### config.mk
export PLATFORM = sky130hd
export DESIGN_NAME = rx_frame_ctrl
export DESIGN_NICKNAME = d
export VERILOG_FILES = /design/src/rtl/mac_if_pkg.sv /design/src/rtl/sat_counter.sv /design/src/rtl/rx_frame_ctrl.sv
export SDC_FILE = /design/constraint.sdc
export NUM_CORES = 1
export LEC_CHECK = 0
export CAP_MARGIN = 20
export CELL_PAD_IN_SITES_DETAIL_PLACEMENT = 2
export CELL_PAD_IN_SITES_GLOBAL_PLACEMENT = 2
export CORE_ASPECT_RATIO = 1.1
export CORE_MARGIN = 5
export CORE_UTILIZATION = 30
export CTS_CLUSTER_DIAMETER = 120
export CTS_CLUSTER_SIZE = 16
export DETAILED_ROUTE_END_ITERATION = 6
export PLACE_DENSITY = 0.85
export SLEW_MARGIN = 20
export SYNTH_ARGS = -nofsm -noshare
export SYNTH_HDL_FRONTEND = slang
export SYNTH_SLANG_ARGS = --single-unit
### constraint.sdc
create_clock -name clk -period 3.52 [get_ports clk]
set_input_delay 0.88 -clock clk [delete_from_list [all_inputs] [get_ports clk]]
set_output_delay 0.88 -clock clk [all_outputs]
set_load 0.1 [all_outputs]
### src/rtl/mac_if_pkg.sv
// -----------------------------------------------------------------------------
// mac_if_pkg
// Shared types and constants for the MAC receive path.
//   rx_frame_ctrl_state_t : receive sequencer states
//   PREAMBLE_BYTE/SFD_BYTE: GMII preamble and start-of-frame delimiter octets
//   rx_frame_status_t     : per-frame status word reported with each strobe
//   rx_status_ok()        : derives the "frame good" bit from the error flags
// -----------------------------------------------------------------------------
package mac_if_pkg;

    localparam int RX_LEN_W = 11;

    localparam logic [7:0] PREAMBLE_BYTE = 8'h55;
    localparam logic [7:0] SFD_BYTE      = 8'hD5;

    typedef enum logic [1:0] {
        IDLE     = 2'd0,
        PREAMBLE = 2'd1,
        DATA     = 2'd2,
        DROP     = 2'd3
    } rx_frame_ctrl_state_t;

    typedef struct packed {
        logic                ok;
        logic                crc_err;
        logic                runt;
        logic                giant;
        logic                phy_err;
        logic [RX_LEN_W-1:0] len;
    } rx_frame_status_t;

    // A frame is good only when no error flag is raised.
    function automatic logic rx_status_ok(input rx_frame_status_t s);
        return ~(s.crc_err | s.runt | s.giant | s.phy_err);
    endfunction

endpackage

### src/rtl/sat_counter.sv
// -----------------------------------------------------------------------------
// sat_counter
// Saturating up-counter used for the receive statistics.
//   clk    : clock, rising edge
//   rst_n  : synchronous active-low reset, clears the count
//   inc_i  : add one (ignored once the count is all-ones)
//   clr_i  : clear to zero; takes priority over inc_i
//   q_o    : current count
// -----------------------------------------------------------------------------
module sat_counter #(
    parameter int CNT_W = 32
) (
    input  logic             clk,
    input  logic             rst_n,
    input  logic             inc_i,
    input  logic             clr_i,
    output logic [CNT_W-1:0] q_o
);

    logic [CNT_W-1:0] cnt_q;
    logic [CNT_W-1:0] cnt_d;

    // Next count: clear first, then increment unless already saturated.
    always_comb begin
        cnt_d = cnt_q;
        if (clr_i) begin
            cnt_d = {CNT_W{1'b0}};
        end else if (inc_i && (cnt_q != {CNT_W{1'b1}})) begin
            cnt_d = cnt_q + {{(CNT_W-1){1'b0}}, 1'b1};
        end else begin
            cnt_d = cnt_q;
        end
    end

    // Count register with synchronous reset.
    always_ff @(posedge clk) begin
        if (!rst_n) begin
            cnt_q <= {CNT_W{1'b0}};
        end else begin
            cnt_q <= cnt_d;
        end
    end

    assign q_o = cnt_q;

endmodule

### src/rtl/rx_frame_ctrl.sv
// -----------------------------------------------------------------------------
// rx_frame_ctrl
// RX MAC frame sequencer sitting between the GMII receive stream and the CRC
// checker. Tracks preamble/SFD, counts frame bytes (FCS included), samples the
// checker verdict at end of frame and emits one registered status strobe per
// frame. Keeps saturating good/bad/alignment-error statistics.
//   clk, rst_n          : clock, synchronous active-low reset
//   gmii_rx_valid_i/er_i/data_i : GMII RX_DV, RX_ER, RXD
//   crc_error_i         : checker verdict, valid in the first cycle after RX_DV falls
//   stats_clr_i         : clear all statistics counters (wins over increments)
//   frame_done_o        : one-cycle status strobe
//   frame_*_o           : status of the last completed frame, held until the next strobe
//   good_cnt_o/bad_cnt_o/align_err_cnt_o : saturating statistics
// -----------------------------------------------------------------------------
module rx_frame_ctrl
    import mac_if_pkg::*;
#(
    parameter int MIN_FRAME_LEN      = 64,
    parameter int MAX_FRAME_LEN      = 1518,
    parameter int MAX_PREAMBLE_BYTES = 7,
    parameter int LEN_W              = RX_LEN_W,
    parameter int CNT_W              = 32
) (
    input  logic             clk,
    input  logic             rst_n,
    input  logic             gmii_rx_valid_i,
    input  logic             gmii_rx_er_i,
    input  logic [7:0]       gmii_rx_data_i,
    input  logic             crc_error_i,
    input  logic             stats_clr_i,
    output logic             frame_done_o,
    output logic             frame_ok_o,
    output logic             frame_crc_err_o,
    output logic             frame_runt_o,
    output logic             frame_giant_o,
    output logic             frame_phy_err_o,
    output logic [LEN_W-1:0] frame_len_o,
    output logic [CNT_W-1:0] good_cnt_o,
    output logic [CNT_W-1:0] bad_cnt_o,
    output logic [CNT_W-1:0] align_err_cnt_o
);

    localparam int PRE_W = $clog2(MAX_PREAMBLE_BYTES + 1);

    rx_frame_ctrl_state_t state_q, state_d;
    logic [PRE_W-1:0]     pre_cnt_q, pre_cnt_d;
    logic [LEN_W-1:0]     len_q, len_d;
    logic                 phy_err_q, phy_err_d;
    rx_frame_status_t     status_q, status_d;
    logic                 done_q, done_d;
    logic                 align_inc_s;
    logic                 good_inc_s;
    logic                 bad_inc_s;

    // Sequencer next-state, byte counting and end-of-frame status capture.
    always_comb begin
        state_d     = state_q;
        pre_cnt_d   = pre_cnt_q;
        len_d       = len_q;
        phy_err_d   = phy_err_q;
        status_d    = status_q;
        done_d      = 1'b0;
        align_inc_s = 1'b0;
        case (state_q)
            IDLE: begin
                if (gmii_rx_valid_i) begin
                    if (gmii_rx_data_i == PREAMBLE_BYTE) begin
                        state_d   = PREAMBLE;
                        pre_cnt_d = PRE_W'(1);
                    end else begin
                        // Mid-packet start: no preamble seen, so not an alignment error.
                        state_d = DROP;
                    end
                end else begin
                    state_d = IDLE;
                end
            end
            PREAMBLE: begin
                if (!gmii_rx_valid_i) begin
                    state_d = IDLE;
                end else if (gmii_rx_data_i == PREAMBLE_BYTE) begin
                    if (pre_cnt_q == PRE_W'(MAX_PREAMBLE_BYTES)) begin
                        state_d     = DROP;
                        align_inc_s = 1'b1;
                    end else begin
                        pre_cnt_d = pre_cnt_q + PRE_W'(1);
                    end
                end else if (gmii_rx_data_i == SFD_BYTE) begin
                    state_d   = DATA;
                    len_d     = {LEN_W{1'b0}};
                    phy_err_d = 1'b0;
                end else begin
                    state_d     = DROP;
                    align_inc_s = 1'b1;
                end
            end
            DATA: begin
                if (gmii_rx_valid_i) begin
                    if (len_q != {LEN_W{1'b1}}) begin
                        len_d = len_q + {{(LEN_W-1){1'b0}}, 1'b1};
                    end else begin
                        len_d = len_q;
                    end
                    if (gmii_rx_er_i) begin
                        phy_err_d = 1'b1;
                    end else begin
                        phy_err_d = phy_err_q;
                    end
                end else begin
                    // First idle cycle: the checker verdict is valid only now.
                    status_d.crc_err = crc_error_i;
                    status_d.runt    = (len_q < LEN_W'(MIN_FRAME_LEN));
                    status_d.giant   = (len_q > LEN_W'(MAX_FRAME_LEN));
                    status_d.phy_err = phy_err_q;
                    status_d.len     = len_q;
                    status_d.ok      = rx_status_ok(status_d);
                    done_d           = 1'b1;
                    state_d          = IDLE;
                end
            end
            DROP: begin
                if (!gmii_rx_valid_i) begin
                    state_d = IDLE;
                end else begin
                    state_d = DROP;
                end
            end
            default: begin
                state_d = IDLE;
            end
        endcase
    end

    // Sequencer state and registered status outputs.
    always_ff @(posedge clk) begin
        if (!rst_n) begin
            state_q   <= IDLE;
            pre_cnt_q <= {PRE_W{1'b0}};
            len_q     <= {LEN_W{1'b0}};
            phy_err_q <= 1'b0;
            status_q  <= '{ok: 1'b0, crc_err: 1'b0, runt: 1'b0, giant: 1'b0,
                           phy_err: 1'b0, len: {RX_LEN_W{1'b0}}};
            done_q    <= 1'b0;
        end else begin
            state_q   <= state_d;
            pre_cnt_q <= pre_cnt_d;
            len_q     <= len_d;
            phy_err_q <= phy_err_d;
            status_q  <= status_d;
            done_q    <= done_d;
        end
    end

    // Statistics advance on the strobe itself.
    assign good_inc_s = done_q & status_q.ok;
    assign bad_inc_s  = done_q & ~status_q.ok;

    sat_counter #(.CNT_W(CNT_W)) u_good_cnt (
        .clk   (clk),
        .rst_n (rst_n),
        .inc_i (good_inc_s),
        .clr_i (stats_clr_i),
        .q_o   (good_cnt_o)
    );

    sat_counter #(.CNT_W(CNT_W)) u_bad_cnt (
        .clk   (clk),
        .rst_n (rst_n),
        .inc_i (bad_inc_s),
        .clr_i (stats_clr_i),
        .q_o   (bad_cnt_o)
    );

    sat_counter #(.CNT_W(CNT_W)) u_align_cnt (
        .clk   (clk),
        .rst_n (rst_n),
        .inc_i (align_inc_s),
        .clr_i (stats_clr_i),
        .q_o   (align_err_cnt_o)
    );

    assign frame_done_o    = done_q;
    assign frame_ok_o      = status_q.ok;
    assign frame_crc_err_o = status_q.crc_err;
    assign frame_runt_o    = status_q.runt;
    assign frame_giant_o   = status_q.giant;
    assign frame_phy_err_o = status_q.phy_err;
    assign frame_len_o     = status_q.len;

endmodule

==> metrics.md, run 1 <==
| Metric | Value |
|---|---|
| Status | completed |
| DP Cell Count | 1187 |
| Die width | 150 µm |
| Initial antenna violation count | 0 |
| Clock Tree Root | clkbuf_16 |
| GRT Util Overall | 0.188 |
| Setup violators final | 0 |
| Top area cells in the synthesized netlist | dfxtp_1, a21oi_1, nand2_1 |
| Post CTS Setup Buffer Count | 0 |
| H-tree depth | 4 |
| Ys Warns | 0 |
| Routed vias | ~6700 |
| Synth cell types | 62 |
| TritonCTS clock tree | built |
| Largest net degree at the start of global routing | 32 |
| Placed instance area | between 0.007 and 0.008 mm² |
| Syn Area/Cell | between 8 and 9 µm² |
| Vias/cell | 5.52 |
| DRC viols | 0 |
| Max-cap violations | 0 |
| FF+latch count, synth | 130 |
| Grt ovf | 0 |
| # nets final | 936 |
| DRT iter0 DRCs | 194 |
| Die Ht | 164 µm |
| Commonest cells post-synth | dfxtp_1, nand2_1, a21oi_1 |
| PD cells | just over 400 mW/mm² |
| Post-CTS Resized | 0 |
| Routed Antenna Nets | 0 |
| Worst vdd ir | slightly below 0.3 mV |
| Die footprint | 0.0245 mm² |
| Filler Cells Inserted | 2410 |
| Top cell type's share of synthesized area | 0.405 |
| Finished Core Util | 0.394 |
| Dpl hpwl | 16300 µm |
| Finished Layout Cells | 1219 |
| Fin. Hold Viols | 0 |
| Fmax | 355 MHz |
| Final worst-path cycle share | 0.800 |
| TNS Setup | 0 ns |
| Hold Crit Class | register to register |
| Routability cong. | 0.778 |
| Mapped Cells | 794 |
| Clock-pin slew on the worst setup and hold paths | 0.06 ns |
| CP required | 3.80 ns |
| Slew headroom | 0.384 |
| Port bufs | between 100 and 150 |
| Top fanout value on the critical path | 7 |
| # diodes | 0 |
| Most numerous cell in the Yosys netlist | dfxtp_1 |
| Yosys top cell by area | dfxtp_1 |
| RSZ-0062 raised after global routing | false |
| Hold_buf cts | 0 |
| Clk_lat worst skew | 0.42 ns |
| Starting Density | 0.303 |
| Leak | 2.77 nW |
| Ys flop type | dfxtp_1 |
| Max Slew Vio Count | 0 |
| Overall power | 3.47 mW |
| Vias in the first global route | 7219 |
| Final min period | 2.82 ns |
| Total wire length | between 20000 and 25000 µm |
| Mapped Nets | 814 |
| Clock buffer depth | 2 |
| Layout Area Growth over Synthesis | 30.1% |
| Mapped cell area | 0.00643 mm² |
| Startpoint Class | input pin |
| Register area share after synthesis | 0.405 |
| Mean routed wirelength per cell | around 19 µm |
| Slew at the pin closest to its max-slew limit | 0.915 ns |
| Number of flops mapped to enable cells by yosys | 0 |
| Arrival time worst endpoint | around 3.1 ns |
| Final Instance Area | about 0.0084 mm² |
| First drt pass iteration count | 4 |
| Clock Sinks | 130 |
| Post-route clock skew | 0.0110 ns |
| Core ar. | around 0.021 mm² |
| Rows | 56 |
| Setup crit end kind | register |
| Cts bufs inserted | 17 |
| Setup Crit Path Kind | input pin to register |
| Share of synthesized registers carrying an async set or reset | 0 |
| Fraction of layout cells with a size suffix above 1 | 0.202 |
| IO Count | 127 |
| First-pass GRT wire length | 37400 µm |
-- logic make-up (layout without fill, tap and decap cells) --
logic type	after synthesis	count (layout)	share of synthesized area
AND/OR/NAND/NOR	377	377	0.321
AO/OA/AOI/OAI	190	190	0.179
flip-flops	130	130	0.405
buffers and inverters	59	194	0.0383
XOR/XNOR	19	19	0.0259
multiplexers	13	13	0.0204
adder cells (fa/ha/maj)	6	6	0.0117
-- where the power goes --
group / total, mW / internal, mW / switching [mW]
sequential: 1.48 / 1.47 / 0.00533
combinational: 0.115 / 0.0392 / 0.0756
clock: 1.88 / 1.15 / 0.730
total: 3.47 / 2.66 / 0.811
-- per-layer routing --
layer / share of wire / wire, µm / track usage / vias up
met3: 0.039 / 896 / 0.0369 / 26
met5: 0 / 0 / 0 / -
li1: - / - / - / 3208
met2: 0.52 / 11900 / 0.346 / 122
met1: 0.43 / 9810 / 0.219 / 3374
met4: 0.016 / 372 / 0.0574 / 0
-- through the flow --
stage / hold WS [ns] / setup slack [ns]
after floorplan: 0.442 / 0.451
after global placement: 0.448 / 0.408
after detailed placement: 0.458 / 0.372
after CTS: 0.472 / 0.712
after global routing: 0.495 / 0.590
final: 0.462 / 0.704
-- registers in the layout (all words and copies together) (netlist names) --
signal           cells
phy_err_q            1
state_q              2
frame_phy_err_o      1
frame_giant_o        1
u_good_cnt.q_o      32
u_align_cnt.q_o     32
len_q               11
frame_done_o         1
frame_runt_o         1
pre_cnt_q            3
frame_crc_err_o      1
u_bad_cnt.q_o       32
frame_len_o         11
frame_ok_o           1
-- final timing paths --
path	start	slack, ns	cells after the start	endpoint
max	gmii_rx_data_i[0]	0.70	6	len_q[6]
min	frame_crc_err_o	0.46	2	frame_crc_err_o
max reg2reg	pre_cnt_q[0]	0.90	7	u_align_cnt.q_o[19]
min reg2reg	frame_crc_err_o	0.46	2	frame_crc_err_o
-- cell type report --
class	instances	area [µm²]	share of cell area
Clock inverter	13	173	0.0206
Multi-Input combinational cell	605	3600	0.430
Timing Repair Buffer	143	1120	0.134
Tap cell	290	363	0.0433
Clock buffer	19	443	0.0529
Sequential cell	130	2600	0.311
Inverter	19	71.3	0.00852
-- critical path, cell delays in order --
cell and delay, ns:
clkdlybuf4s50_1 0.45, or3b_2 0.52, or4_1 0.54, and3_1 0.34, o21ai_0 0.24, o21ai_0 0.13
-- cells in the final DEF, fill, tap and decap left out, types with 9 or more instances in the layout --
cell type and instances:
clkbuf_16 17, or4_1 35, xnor2_1 14, or3_1 33
o21ai_0 46, nand4_1 26, dfxtp_1 130, o31ai_1 25
and4_1 13, buf_4 129, clkdlybuf4s50_1 13, mux2i_1 12
nor3_1 12, nand3_1 46, nand2_1 94, and3_1 9
nor4_1 13, or2_2 11, nor2_1 47, inv_1 19
a21oi_1 77
No activity file was read; power rests on OpenSTA's default activity.
==> inputs of run 2 (changes only) <==
==> constraint.sdc (replaced) <==
create_clock -name clk -period 2.89 [get_ports clk]
set_input_delay 0.7225 -clock clk [delete_from_list [all_inputs] [get_ports clk]]
set_output_delay 0.7225 -clock clk [all_outputs]
set_load 0.1 [all_outputs]
==> metrics.md, run 2 (synthesis gave the netlist of run 1 again) <==
| Metric | Value |
|---|---|
| DP Cell Count | 1201 (was 1187) |
| Worst vdd ir | 0.331 mV (was 0.298 mV) |
| Final Instance Area | 0.00847 mm² (was 0.00837 mm²) |
| Reg2reg end | u_align_cnt.q_o[19] (unchanged) |
| Post-CTS Resized | 0 (unchanged) |
| Initial antenna violation count | 0 (unchanged) |
| Final min period | 2.58 ns |
| Routed vias | 6762 (was 6730) |
| Crit path from | gmii_rx_valid_i (was gmii_rx_data_i[0]) |
| Final worst-path cycle share | 0.893 |
| Overall power | 4.13 mW (was 3.47 mW) |
| Critical Path End | u_align_cnt.q_o[19] (was len_q[6]) |
| Register area | 0.00262 mm² (was 0.00260 mm²) |
| Post CTS Setup Buffer Count | 0 (unchanged) |
| H-tree depth | 4 (unchanged) |
| First-pass GRT wire length | 37000 µm (was 37400 µm) |
| DRT iter0 DRCs | 236 (was 194) |
| Setup crit end kind | register (unchanged) |
| Clock Sinks | 130 (unchanged) |
| Delay-heaviest family, CP | simple AND/OR/NAND/NOR gates (unchanged) |
| Top fanout value on the critical path | 6 (was 7) |
| Filler Cells Inserted | 2416 (was 2410) |
| R2r startpoint | pre_cnt_q[0] (unchanged) |
| Commonest cells after routing, fill and taps aside | buf_4, dfxtp_1, nand2_1 (was dfxtp_1, buf_4, nand2_1) |
| Port bufs | 126 (unchanged) |
| Mean routed wirelength per cell | 18.4 µm (was 18.8 µm) |
| Status | completed (unchanged) |
| Finished Layout Cells | 1232 (was 1219) |
| GRT Util Overall | 0.185 (was 0.188) |
| Slew headroom | 0.525 (was 0.384) |
| Rows | 56 (unchanged) |
| CP peak stage delay | 0.67 ns (was 0.54 ns) |
| Grt ovf | 0 (unchanged) |
| # nets final | 950 (was 936) |
| Placed instance area | 0.00789 mm² (was 0.00775 mm²) |
| CP Depth | 6 (unchanged) |
| Hold_sp | frame_len_o[9] (was frame_crc_err_o) |
| First drt pass iteration count | 4 (unchanged) |
| Hold_buf cts | 0 (unchanged) |
| Clock Tree Root | clkbuf_16 (unchanged) |
| RSZ-0062 raised after global routing | false (unchanged) |
| Arrival time worst endpoint | 2.92 ns (was 3.10 ns) |
| Clk_lat worst skew | 0.42 ns (about the same) |
| Vias in the first global route | 7270 (was 7219) |
| Fin. Hold Viols | 0 (unchanged) |
| Starting Density | 0.303 (unchanged) |
| Crit path top cell by count | or4_1 (was o21ai_0) |
| Fmax | 387 MHz |
| Max Slew Vio Count | 0 (unchanged) |
| Layout Area Growth over Synthesis | 31.7% (was 30.1%) |
| Cell Chain, Critical Path | clkdlybuf4s50_1, and3b_1, o31ai_2, or4_1, or4_1, a21oi_1 (was clkdlybuf4s50_1, or3b_2, or4_1, and3_1, o21ai_0, o21ai_0) |
| Post-route clock skew | 0.0163 ns (was 0.0110 ns) |
| Core ar. | 0.0212 mm² (unchanged) |
| Setup Crit Path Kind | input pin to register (unchanged) |
| Slew at the pin closest to its max-slew limit | 0.707 ns (was 0.915 ns) |
| Routed Antenna Nets | 0 (unchanged) |
| CP max-delay cell | or4_1 (unchanged) |
| Worst R2R Setup Slack | 0.38 ns (was 0.90 ns) |
| Buf/Inv on CP | 1 (unchanged) |
| Die width | 150 µm (unchanged) |
| TritonCTS clock tree | built (unchanged) |
| Hold Crit Class | register to register (unchanged) |
| Clock buffer depth | 2 (unchanged) |
| Fraction of layout cells with a size suffix above 1 | 0.225 (was 0.202) |
| DRC viols | 0 (unchanged) |
| Vias/cell | 5.49 (was 5.52) |
| Die footprint | 0.0245 mm² (unchanged) |
| Multi-input logic area | 0.00360 mm² (unchanged) |
| Dpl hpwl | 16600 µm (was 16300 µm) |
| Die Ht | 164 µm (unchanged) |
| CP required | 3.23 ns (was 3.80 ns) |
| PD cells | 487 mW/mm² (was 415 mW/mm²) |
| Reg2reg path depth | 7 (unchanged) |
| Max-cap violations | 0 (unchanged) |
| Startpoint Class | input pin (unchanged) |
| Largest net degree at the start of global routing | 32 (unchanged) |
| Setup violators final | 0 (unchanged) |
| IO Count | 127 (unchanged) |
| Total wire length | 22700 µm (was 22900 µm) |
| Cts bufs inserted | 17 (unchanged) |
| Routability cong. | 0.782 (was 0.778) |
| Clock-pin slew on the worst setup and hold paths | 0.06 ns (about the same) |
| Leak | 2.83 nW (was 2.77 nW) |
| Most common cell after layout, fill and taps aside | buf_4 (was dfxtp_1) |
| # diodes | 0 (unchanged) |
==> run 2: changes by cell type in the layout (fill, tap and decap cells not counted), moves of 2 or more <==
cell,previous run,this run
dfxtp_1,130,120
clkinv_2,1,3
inv_6,5,2
buf_4,129,142
clkinvlp_4,1,3
dfxtp_2,0,10
==> run 2: final cells by class <==
cell class              count  share of cell area
clock inverters            12              0.0157
multi-input cells         605               0.425
repair buffers            157               0.146
clock buffers              19              0.0535
well taps                 290              0.0428
flip-flops and latches    130               0.309
inverters                  19             0.00842
==> run 2: worst min path at each step <==
stage | to | slack [ns] | cells after the start
final | frame_len_o[9] | 0.46 | 2
after global routing | frame_phy_err_o | 0.48 | 2
after CTS | frame_len_o[9] | 0.46 | 2
after global placement | frame_len_o[2] | 0.45 | 2
after detailed placement | frame_len_o[9] | 0.46 | 2
after floorplan | pre_cnt_q[0] | 0.44 | 2
==> run 2: worst min-delay path, cell delays in order, from the launching register on <==
cell	delay, ns
dfxtp_1	0.31
nand2_1	0.05
a21oi_1	0.05
==> run 2: power by group <==
part	leakage, nW	switching (mW)	internal, mW
sequential	1.05	0.00712	1.80
combinational	1.50	0.0954	0.0544
clock	0.282	0.859	1.31
==> run 2: metal layers <==
metal  vias to the layer above  routed length (µm)  track usage
li1                       3234                   -            -
met1                      3395                9760        0.216
met2                       107               11700        0.340
met3                        26                 792       0.0372
met4                         0                 378       0.0537
met5                         -                   0            0
==> run 2: per-stage QoR <==
stage          utilization  hold WS, ns  TNS, ns  setup WS (ns)
4_1_cts              0.399        0.465        0          0.309
3_3_place_gp         0.371        0.445        0         0.0303
2_1_floorplan            -        0.442  -0.0137        -0.0137
6_report             0.399        0.458        0          0.309
5_1_grt              0.399        0.484        0          0.203
3_5_place_dp         0.371        0.456   -0.122        -0.0630
